## src/rtl/elbeth_alu_mc.sv

```systemverilog
`default_nettype none
// ============================================================================
//  Module      : elbeth_alu_mc
//  Description : Multi-cycle ALU for the ELBETH execute stage. It takes
//                requests and returns results over valid/ready handshakes,
//                with one operation in flight at a time. Single-cycle ops
//                finish in one cycle. Define ELBETH_ALU_MULDIV_EN to build
//                the iterative MUL/DIVU/REMU datapath (opcodes 10-12).
//                Without the macro, those opcodes are reported as illegal.
//  Revision    : 1.0 - initial release
// ============================================================================
module elbeth_alu_mc #(
    parameter int WIDTH = 32,
    parameter int OPW   = 4
) (
    input  logic             clk,
    input  logic             rst,
    input  logic             in_valid,
    output logic             in_ready,
    input  logic [WIDTH-1:0] data_a,
    input  logic [WIDTH-1:0] data_b,
    input  logic [OPW-1:0]   operation,
    output logic             out_valid,
    input  logic             out_ready,
    output logic [WIDTH-1:0] alu_result,
    output logic             zero,
    output logic             overflow,
    output logic             illegal
);

    localparam int SHW = $clog2(WIDTH);

    localparam logic [1:0] c_IDLE = 2'd0;
    localparam logic [1:0] c_DONE = 2'd2;

    localparam logic [OPW-1:0] c_OP_ADD  = OPW'(0);
    localparam logic [OPW-1:0] c_OP_SUB  = OPW'(1);
    localparam logic [OPW-1:0] c_OP_AND  = OPW'(2);
    localparam logic [OPW-1:0] c_OP_OR   = OPW'(3);
    localparam logic [OPW-1:0] c_OP_XOR  = OPW'(4);
    localparam logic [OPW-1:0] c_OP_SLL  = OPW'(5);
    localparam logic [OPW-1:0] c_OP_SRL  = OPW'(6);
    localparam logic [OPW-1:0] c_OP_SRA  = OPW'(7);
    localparam logic [OPW-1:0] c_OP_SLT  = OPW'(8);
    localparam logic [OPW-1:0] c_OP_SLTU = OPW'(9);
`ifdef ELBETH_ALU_MULDIV_EN
    localparam logic [1:0]     c_BUSY    = 2'd1;
    localparam logic [OPW-1:0] c_OP_MUL  = OPW'(10);
    localparam logic [OPW-1:0] c_OP_DIVU = OPW'(11);
    localparam logic [OPW-1:0] c_OP_REMU = OPW'(12);
`endif

    logic [1:0]       r_state;
    logic [WIDTH-1:0] r_result;
    logic             r_zero;
    logic             r_ovf;
    logic             r_ill;

    logic [WIDTH-1:0] w_res;
    logic             w_ovf;
    logic             w_ill;
    logic [SHW-1:0]   w_shamt;

    assign w_shamt = data_b[SHW-1:0];

    // Single-cycle result and flags, computed straight from the request inputs
    always_comb begin
        w_res = '0;
        w_ovf = 1'b0;
        w_ill = 1'b0;
        case (operation)
            c_OP_ADD: begin
                w_res = data_a + data_b;
                w_ovf = (data_a[WIDTH-1] == data_b[WIDTH-1]) &&
                        (w_res[WIDTH-1] != data_a[WIDTH-1]);
            end
            c_OP_SUB: begin
                w_res = data_a - data_b;
                w_ovf = (data_a[WIDTH-1] != data_b[WIDTH-1]) &&
                        (w_res[WIDTH-1] != data_a[WIDTH-1]);
            end
            c_OP_AND:  w_res = data_a & data_b;
            c_OP_OR:   w_res = data_a | data_b;
            c_OP_XOR:  w_res = data_a ^ data_b;
            c_OP_SLL:  w_res = data_a << w_shamt;
            c_OP_SRL:  w_res = data_a >> w_shamt;
            c_OP_SRA:  w_res = $signed(data_a) >>> w_shamt;
            c_OP_SLT:  w_res = {{(WIDTH-1){1'b0}}, ($signed(data_a) < $signed(data_b))};
            c_OP_SLTU: w_res = {{(WIDTH-1){1'b0}}, (data_a < data_b)};
`ifdef ELBETH_ALU_MULDIV_EN
            c_OP_MUL, c_OP_DIVU, c_OP_REMU: w_res = '0;
`endif
            default:   w_ill = 1'b1;
        endcase
    end

`ifdef ELBETH_ALU_MULDIV_EN
    // Iteration registers: r_a is the multiplicand/divisor, r_b is the
    // multiplier/dividend, which shifts into the quotient during a divide, and
    // r_acc holds the product/remainder.
    logic [WIDTH-1:0] r_a;
    logic [WIDTH-1:0] r_b;
    logic [WIDTH-1:0] r_acc;
    logic [OPW-1:0]   r_op;
    logic [SHW:0]     r_cnt;

    logic             w_long;
    logic [WIDTH:0]   w_rem_sh;
    logic [WIDTH:0]   w_rem_diff;
    logic [WIDTH-1:0] w_nxt_a;
    logic [WIDTH-1:0] w_nxt_b;
    logic [WIDTH-1:0] w_nxt_acc;
    logic [WIDTH-1:0] w_fin;

    assign w_long = (operation == c_OP_MUL) || (operation == c_OP_DIVU) ||
                    (operation == c_OP_REMU);

    // One shift-add or restoring-subtract step. The last step's output
    // feeds the result register directly.
    always_comb begin
        w_rem_sh   = {r_acc, r_b[WIDTH-1]};
        w_rem_diff = w_rem_sh - {1'b0, r_a};
        w_nxt_a    = r_a;
        w_nxt_b    = r_b;
        w_nxt_acc  = r_acc;
        if (r_op == c_OP_MUL) begin
            w_nxt_acc = r_b[0] ? (r_acc + r_a) : r_acc;
            w_nxt_a   = r_a << 1;
            w_nxt_b   = r_b >> 1;
        end else if (!w_rem_diff[WIDTH]) begin
            w_nxt_acc = w_rem_diff[WIDTH-1:0];
            w_nxt_b   = {r_b[WIDTH-2:0], 1'b1};
        end else begin
            w_nxt_acc = w_rem_sh[WIDTH-1:0];
            w_nxt_b   = {r_b[WIDTH-2:0], 1'b0};
        end
        w_fin = (r_op == c_OP_DIVU) ? w_nxt_b : w_nxt_acc;
    end
`endif

    // Control FSM plus the result/flag registers
    always_ff @(posedge clk) begin
        if (rst) begin
            r_state  <= c_IDLE;
            r_result <= '0;
            r_zero   <= 1'b0;
            r_ovf    <= 1'b0;
            r_ill    <= 1'b0;
`ifdef ELBETH_ALU_MULDIV_EN
            r_a      <= '0;
            r_b      <= '0;
            r_acc    <= '0;
            r_op     <= '0;
            r_cnt    <= '0;
`endif
        end else begin
            case (r_state)
                c_IDLE: begin
                    if (in_valid) begin
`ifdef ELBETH_ALU_MULDIV_EN
                        if (w_long) begin
                            r_a     <= data_b;
                            r_b     <= data_a;
                            r_acc   <= '0;
                            r_op    <= operation;
                            r_cnt   <= (SHW+1)'(WIDTH);
                            r_state <= c_BUSY;
                        end else
`endif
                        begin
                            r_result <= w_res;
                            r_zero   <= (w_res == '0);
                            r_ovf    <= w_ovf;
                            r_ill    <= w_ill;
                            r_state  <= c_DONE;
                        end
                    end
                end
`ifdef ELBETH_ALU_MULDIV_EN
                c_BUSY: begin
                    r_a   <= w_nxt_a;
                    r_b   <= w_nxt_b;
                    r_acc <= w_nxt_acc;
                    r_cnt <= r_cnt - (SHW+1)'(1);
                    if (r_cnt == (SHW+1)'(1)) begin
                        r_result <= w_fin;
                        r_zero   <= (w_fin == '0);
                        r_ovf    <= 1'b0;
                        r_ill    <= 1'b0;
                        r_state  <= c_DONE;
                    end
                end
`endif
                c_DONE: begin
                    if (out_ready) begin
                        r_state <= c_IDLE;
                    end
                end
                default: r_state <= c_IDLE;
            endcase
        end
    end

    assign in_ready   = (r_state == c_IDLE) && !rst;
    assign out_valid  = (r_state == c_DONE);
    assign alu_result = r_result;
    assign zero       = r_zero;
    assign overflow   = r_ovf;
    assign illegal    = r_ill;

endmodule
`default_nettype wire

```

## config.mk

```make
export PLATFORM = sky130hd
export DESIGN_NAME = elbeth_alu_mc
export DESIGN_NICKNAME = d
export VERILOG_FILES = /design/src/rtl/elbeth_alu_mc.sv
export SDC_FILE = /design/constraint.sdc
export NUM_CORES = 1
export LEC_CHECK = 0
export CELL_PAD_IN_SITES_DETAIL_PLACEMENT = 0
export CELL_PAD_IN_SITES_GLOBAL_PLACEMENT = 1
export CORE_MARGIN = 5
export CORE_UTILIZATION = 53
export DETAILED_ROUTE_END_ITERATION = 10
export DONT_BUFFER_PORTS = 1
export PLACE_DENSITY_LB_ADDON = 0.1
export SYNTH_ARGS = -nofsm -noshare
export SYNTH_HDL_FRONTEND = slang
export SYNTH_SLANG_ARGS = --single-unit
```

## constraint.sdc

```tcl
create_clock -name clk -period 15.3 [get_ports clk]
set_clock_uncertainty 0.1 [all_clocks]
set_input_delay 4.59 -clock clk [delete_from_list [all_inputs] [get_ports clk]]
set_output_delay 4.59 -clock clk [all_outputs]
set_load 0.1 [all_outputs]
```

==> results of run 1 <==
## where the power goes
group / internal (mW) / switching, mW / leakage, nW / total (mW)
registers: 0.102 / 0.0642 / 0.297 / 0.166
logic: 0.142 / 0.245 / 4.30 / 0.387
clock network: 0.0765 / 0.0398 / 0.0798 / 0.116
total: 0.321 / 0.349 / 4.68 / 0.669
## per-layer routing
metal | up-vias | GRT usage (%) | part of all wire, %
li1 | 5935 | - | -
met1 | 6496 | 60.4 | 38
met2 | 1160 | 63.4 | 41
met3 | 209 | 12.1 | 15
met4 | 0 | 21.0 | 6.2
met5 | - | 0 | 0
## cell usage after synthesis (all sizes together) (26+ instances only)
| library cell | n |
|---|---|
| nand2 | 144 |
| nand4 | 26 |
| nor3 | 48 |
| o21ai | 69 |
| buf | 44 |
| nor2 | 186 |
| mux4 | 52 |
| ha | 99 |
| inv | 95 |
| a21oi | 122 |
| o211ai | 33 |
| mux2i | 71 |
| mux2 | 32 |
| nand3 | 36 |
| dfxtp | 36 |
| a211oi | 50 |
| clkbuf | 106 |
## metrics by stage
stage / instance area, um2 / util, % / power (mW) / hold WS (ps) / std cells
CTS: 11800 / 53.9 / 0.653 / 806 / 1798
finish: 11800 / 53.9 / 0.669 / 802 / 1798
detailed placement: 11600 / 53.1 / 0.536 / 798 / 1790
floorplan: 11700 / - / 0.453 / 783 / 1640
global route: 11800 / 53.9 / 0.696 / 841 / 1798
global placement: 11600 / 53.1 / 0.534 / 803 / 1790
## cell usage in the layout (no fill, tap or decap), drive strengths merged, types with 13 or more instances in the layout
cell type	instances
a2111oi	13
a211oi	50
a21oi	122
a221oi	13
a31oi	22
buf	20
dfxtp	36
ha	99
inv	95
mux2	32
mux2i	71
mux4	52
nand2	144
nand2b	21
nand3	36
nand4	26
nor2	186
nor2b	20
nor3	48
nor4	22
o211ai	33
o21ai	69
o22ai	25
o31ai	17
xnor2	16
## sequential cells by signal (all words and copies together) (netlist names)
name / cells
overflow: 1
alu_result: 32
illegal: 1
r_state: 1
zero: 1
## path summary, 6_finish.rpt
check	from	to	slack [ps]	cells past startpoint
max	rst	in_ready	5230	1
min	alu_result[29]$_SDFFE_PP0P_	alu_result[29]$_SDFFE_PP0P_	800	2
max reg2reg	r_state[1]$_SDFFE_PP0P_	zero$_SDFFE_PP0P_	10980	12
min reg2reg	alu_result[29]$_SDFFE_PP0P_	alu_result[29]$_SDFFE_PP0P_	800	2
## cell type report
cell class / instances / area share, %
multi-input cells: 1356 / 85.1
clock buffers: 5 / 1.06
repair buffers: 20 / 1.28
flip-flops and latches: 36 / 6.13
inverters: 98 / 3.13
clock inverters: 3 / 0.362
well taps: 280 / 2.98
## kinds of logic after synthesis
logic type,after synthesis,share of synthesized area [%]
compound gates,520,30.9
xor+xnor,19,1.42
fa+ha+maj,101,10.9
buf+inv,248,8.77
flops,36,6.15
mux,155,19.2
simple gates,561,22.6
==> impl_metrics.csv, run 1 <==
group,metric,value,unit
cts,clk_pin_slew,50,ps
synthesis,synth_flop_cell,"dfxtp_1",
critical_path,crit_chain,"nor2_2",
timing,finalCritPeriodShare,65.8,%
power,p_per_area,56.9,nW/um2
timing,finalCriticalPeriod,10070,ps
critical_path,cp.arrival,5380,ps
job,drv_cap,1,
timing,drv_slew,6,
cells_and_area,antenna_cells,0,
cts,clock_latency,280,ps
critical_path,setup.worst_path.end_class,"output port",
floorplanning,fp.dieArea,25200,um2
critical_path,critPathMaxFanout,36,
critical_path,crit_type,"in -> out",
floorplanning,num_rows,54,
global_route,grt_pass1_wl,83.5,mm
detailed_routing,dr.pass1.iters,8,
floorplanning,die_w,159,um
timing,slew-limit-headroom,-1.27,%
timing,finalSetupViolCount,0,
cts,postCtsResizedCells,0,
detailed_routing,drc_errors,0,
timing,tns,0,ps
synthesis,postSynthAreaPerCell,7.14,um2
critical_path,crit_family,"simple AND/OR/NAND/NOR gates",
cts,cts.sinks,36,
cells_and_area,final-seq-area,721,um2
detailed_routing,wire_per_inst,31.5,um
timing,tightestPinTransition,1510,ps
cells_and_area,drive_above_1_share,9.29,%
critical_path,critical_path_buf_inv_count,0,
timing,max_freq,0.0993,GHz
placement,numPortBuffers,0,
timing,rsz0062_at_grt,"no",
synthesis,synth_top_area_share,10.6,%
detailed_routing,vias,13800,
cells_and_area,synthToLayoutAreaGrowth,0.438,%
placement,post-dp-hpwl,43.0,mm
synthesis,synth-async-reset-ratio,0,%
min_path,worst_hold_path_type,"reg -> reg",
power,ir_drop,43.1,uV
synthesis,synth_edf_count,0,
cts,postCtsSetupRepairBufs,0,
cts,cts_hold_buf,0,
cts,htreeDepth,2,
floorplanning,die_h,159,um
synthesis,seq_area_frac_synth,6.15,%
timing,finalHoldViolations,0,
synthesis,synth_area_leaders,"ha_1, mux4_2, dfxtp_1",
global_route,track_usage,43.9,%
placement,place_congestion,1.15,
global_route,grt_overflow_total,0,
detailed_routing,post_drt_via_cell_ratio,7.68,
critical_path,required,10610,ps
synthesis,synth_top_area_cell,"ha_1",
run_status,failed_checks,"max-capacitance violations, max-slew violations",
critical_path,worst_setup_path_start_kind,"input port",
synthesis,synthCells,1640,
placement,post-place-ws,5230,ps
cells_and_area,fillers,2222,
power,power.leakage,4.68,nW
timing,fin_ws,5230,ps
critical_path,cpPeakStageDelay,790,ps
synthesis,synth_area,11700,um2
global_route,antenna_found_initial,0,
synthesis,synth_seq_cells,36,
cts,cts_tree,"done",
critical_path,cpMaxStageDelayCell,"nor2_2",
cells_and_area,nets,1690,
run_status,status,"finished, violations left",
synthesis,syn-num-nets,1813,
cts,root_buffer,"clkbuf_16",
floorplanning,core,21800,um2
detailed_routing,initialDrtViolationCount,2213,
detailed_routing,wirelength,56.7,mm
synthesis,synth_warnings,0,
cts,clockBufferDepth,2,
global_route,grt_max_degree,108,
cells_and_area,multi_input_area,10000,um2
global_route,grt_pass1_vias,12834,
floorplanning,initial_core_util,53.7,%
detailed_routing,final_antenna_net_count,0,
floorplanning,io_pins,109,
cts,numCtsBuffers,5,
synthesis,synth.distinct_cells,90,
(Power assumes the default switching activity.)
==> inputs of run 2 (changes only) <==
- CORE_UTILIZATION: 53 -> 49
- clock period: 15.3 -> 9.7 ns (I/O delays scaled with it)
==> run 2 against run 1 <==
  * The flow now finishes without violations
  * Setup slack got worse by 2600 ps
  * Design area is 0.53% higher
  * Critical path type is now in -> reg
  * Critical path depth is 13 higher
  * Via count grew 2.2%
  * Combinational power up 60%
  * Routed wire length rose by 6.5%
  * Register-to-register slack got worse by 5400 ps
==> impl_metrics.csv, run 2 (synthesis results as in run 1) <==
group,metric,value,unit
critical_path,cpMaxStageDelayCell,"o41a_1",
critical_path,crit_family,"compound AO/OA/AOI/OAI gates",
cts,cts.sinks,36,
cts,clockBufferDepth,2,
power,swShare,52.7,%
detailed_routing,post_drt_via_cell_ratio,7.67,
timing,tns,0,ps
detailed_routing,wire_per_inst,32.8,um
cells_and_area,synthToLayoutAreaGrowth,0.972,%
global_route,grt_overflow_total,0,
global_route,antenna_found_initial,2,
floorplanning,fp.dieArea,27100,um2
run_status,status,"complete, no violations",
critical_path,crit_chain,"inv_1 > ha_1 > fa_1 > o21ba_2 > a2111o_1 > a21oi_1 > a2111oi_0 > o41a_1 > mux2i_1 > a211o_1 > a2111oi_0 > nand4_1 > nor4_1 > a21o_1",
cells_and_area,nets,1691,
cts,postCtsResizedCells,0,
timing,tightestPinTransition,1260,ps
cts,cts_hold_buf,0,
critical_path,critical_path_buf_inv_count,1,
critical_path,cpPeakStageDelay,520,ps
power,power.leakage,4.69,nW
cells_and_area,mostFrequentLayoutCells,"nor2_1, nand2_1, a21oi_1",
floorplanning,core,23500,um2
critical_path,cp.arrival,7200,ps
critical_path,crit_type,"in -> reg",
critical_path,worst_setup_path_start_kind,"input port",
cells_and_area,post-route-util,50.4,%
cts,clock_latency,280,ps
timing,drv_slew,0,
placement,numPortBuffers,0,
timing,finalCritPeriodShare,72.9,%
job,drv_cap,0,
power,total_power,1.07,mW
detailed_routing,wirelength,60.4,mm
detailed_routing,final_antenna_net_count,0,
timing,finalSetupViolCount,0,
detailed_routing,dr.pass1.iters,6,
global_route,grt_pass1_wl,87.6,mm
placement,post-dp-hpwl,45.9,mm
floorplanning,io_pins,109,
cts,postCtsSetupRepairBufs,0,
timing,whs,805,ps
power,p_sw,0.563,mW
critical_path,critPathMaxFanout,7,
timing,rsz0062_at_grt,"no",
cts,root_buffer,"clkbuf_16",
cts,numCtsBuffers,5,
global_route,track_usage,43.1,%
cells_and_area,mostFrequentLayoutCell,"nor2_1",
floorplanning,die_h,165,um
timing,slew-limit-headroom,16.1,%
power,p_seq_share,24.6,%
floorplanning,num_rows,56,
global_route,grt_max_degree,108,
floorplanning,die_w,165,um
power,power.internal,0.505,mW
cts,htreeDepth,2,
power,ir_drop,73.2,uV
floorplanning,initial_core_util,49.9,%
detailed_routing,drc_errors,0,
cts,cts_tree,"done",
cts,clk_pin_slew,60,ps
power,p_comb_share,57.9,%
global_route,grt_pass1_vias,12710,
power,p_per_area,90.3,nW/um2
timing,finalCriticalPeriod,7070,ps
timing,finalHoldViolations,0,
placement,place_congestion,1.08,
critical_path,setup.worst_path.end_class,"register",
detailed_routing,initialDrtViolationCount,2784,
power,clock_power_share,17.5,%
cells_and_area,largest_register_ff_count,32,
detailed_routing,vias,14108,
cells_and_area,drive_above_1_share,9.35,%
critical_path,crit_path_frequent_cell,"a2111oi_0",
min_path,worst_hold_path_type,"reg -> reg",
timing,max_freq,0.141,GHz
critical_path,required,9830,ps
==> run 2: cell type report <==
cell class              count  area, um2
diodes                      2       5.00
clock inverters             2       35.0
flip-flops and latches     36        721
well taps                 319        399
multi-input cells        1356      10000
fillers                  2395      11600
repair buffers             21        158
inverters                  98        368
clock buffers               6        129
==> run 2: worst register-to-register path: cells and delay by family, from the launching register on <==
kind | cells | cell delay [ps]
buffers and inverters | 1 | 220
DFF | 1 | 690
and+or+nand+nor | 7 | 1770
AOI/OAI and AO/OA | 4 | 1270
==> run 2: layer usage <==
metal | share of wire [%] | GRT usage (%) | vias to the layer above
met2 | 40 | 62.2 | 1326
li1 | - | - | 5937
met5 | 0.023 | 0 | -
met1 | 38 | 59.4 | 6628
met3 | 16 | 14.2 | 215
met4 | 5.6 | 16.5 | 2
==> run 2: stage by stage <==
stage | setup WS [ps] | cell area, um2 | cells
floorplan | 2150 | 11700 | 1640
global placement | 2540 | 11700 | 1830
detailed placement | 2500 | 11700 | 1830
CTS | 2770 | 11800 | 1838
global route | 2360 | 11800 | 1838
finish | 2630 | 11800 | 1840
==> run 2: path summary, 6_finish.rpt <==
check	start	to	slack, ps	cells past startpoint
worst max-delay path	data_a[0]	zero$_SDFFE_PP0P_	2630	14
worst min-delay path	illegal$_SDFFE_PP0P_	illegal$_SDFFE_PP0P_	810	2
worst max register to register	r_state[1]$_SDFFE_PP0P_	zero$_SDFFE_PP0P_	5600	12
worst min register to register	illegal$_SDFFE_PP0P_	illegal$_SDFFE_PP0P_	810	2
==> run 2: power by group through the flow <==
| stage | Combinational, mW | Sequential, mW | Clock, mW |
|---|---|---|---|
| after CTS | 0.589 | 0.263 | 0.187 |
| after global placement | 0.588 | 0.266 | 0 |
| final | 0.618 | 0.263 | 0.187 |
| after detailed placement | 0.586 | 0.266 | 0 |
| after global routing | 0.647 | 0.264 | 0.193 |
| after floorplan | 0.453 | 0.261 | 0 |
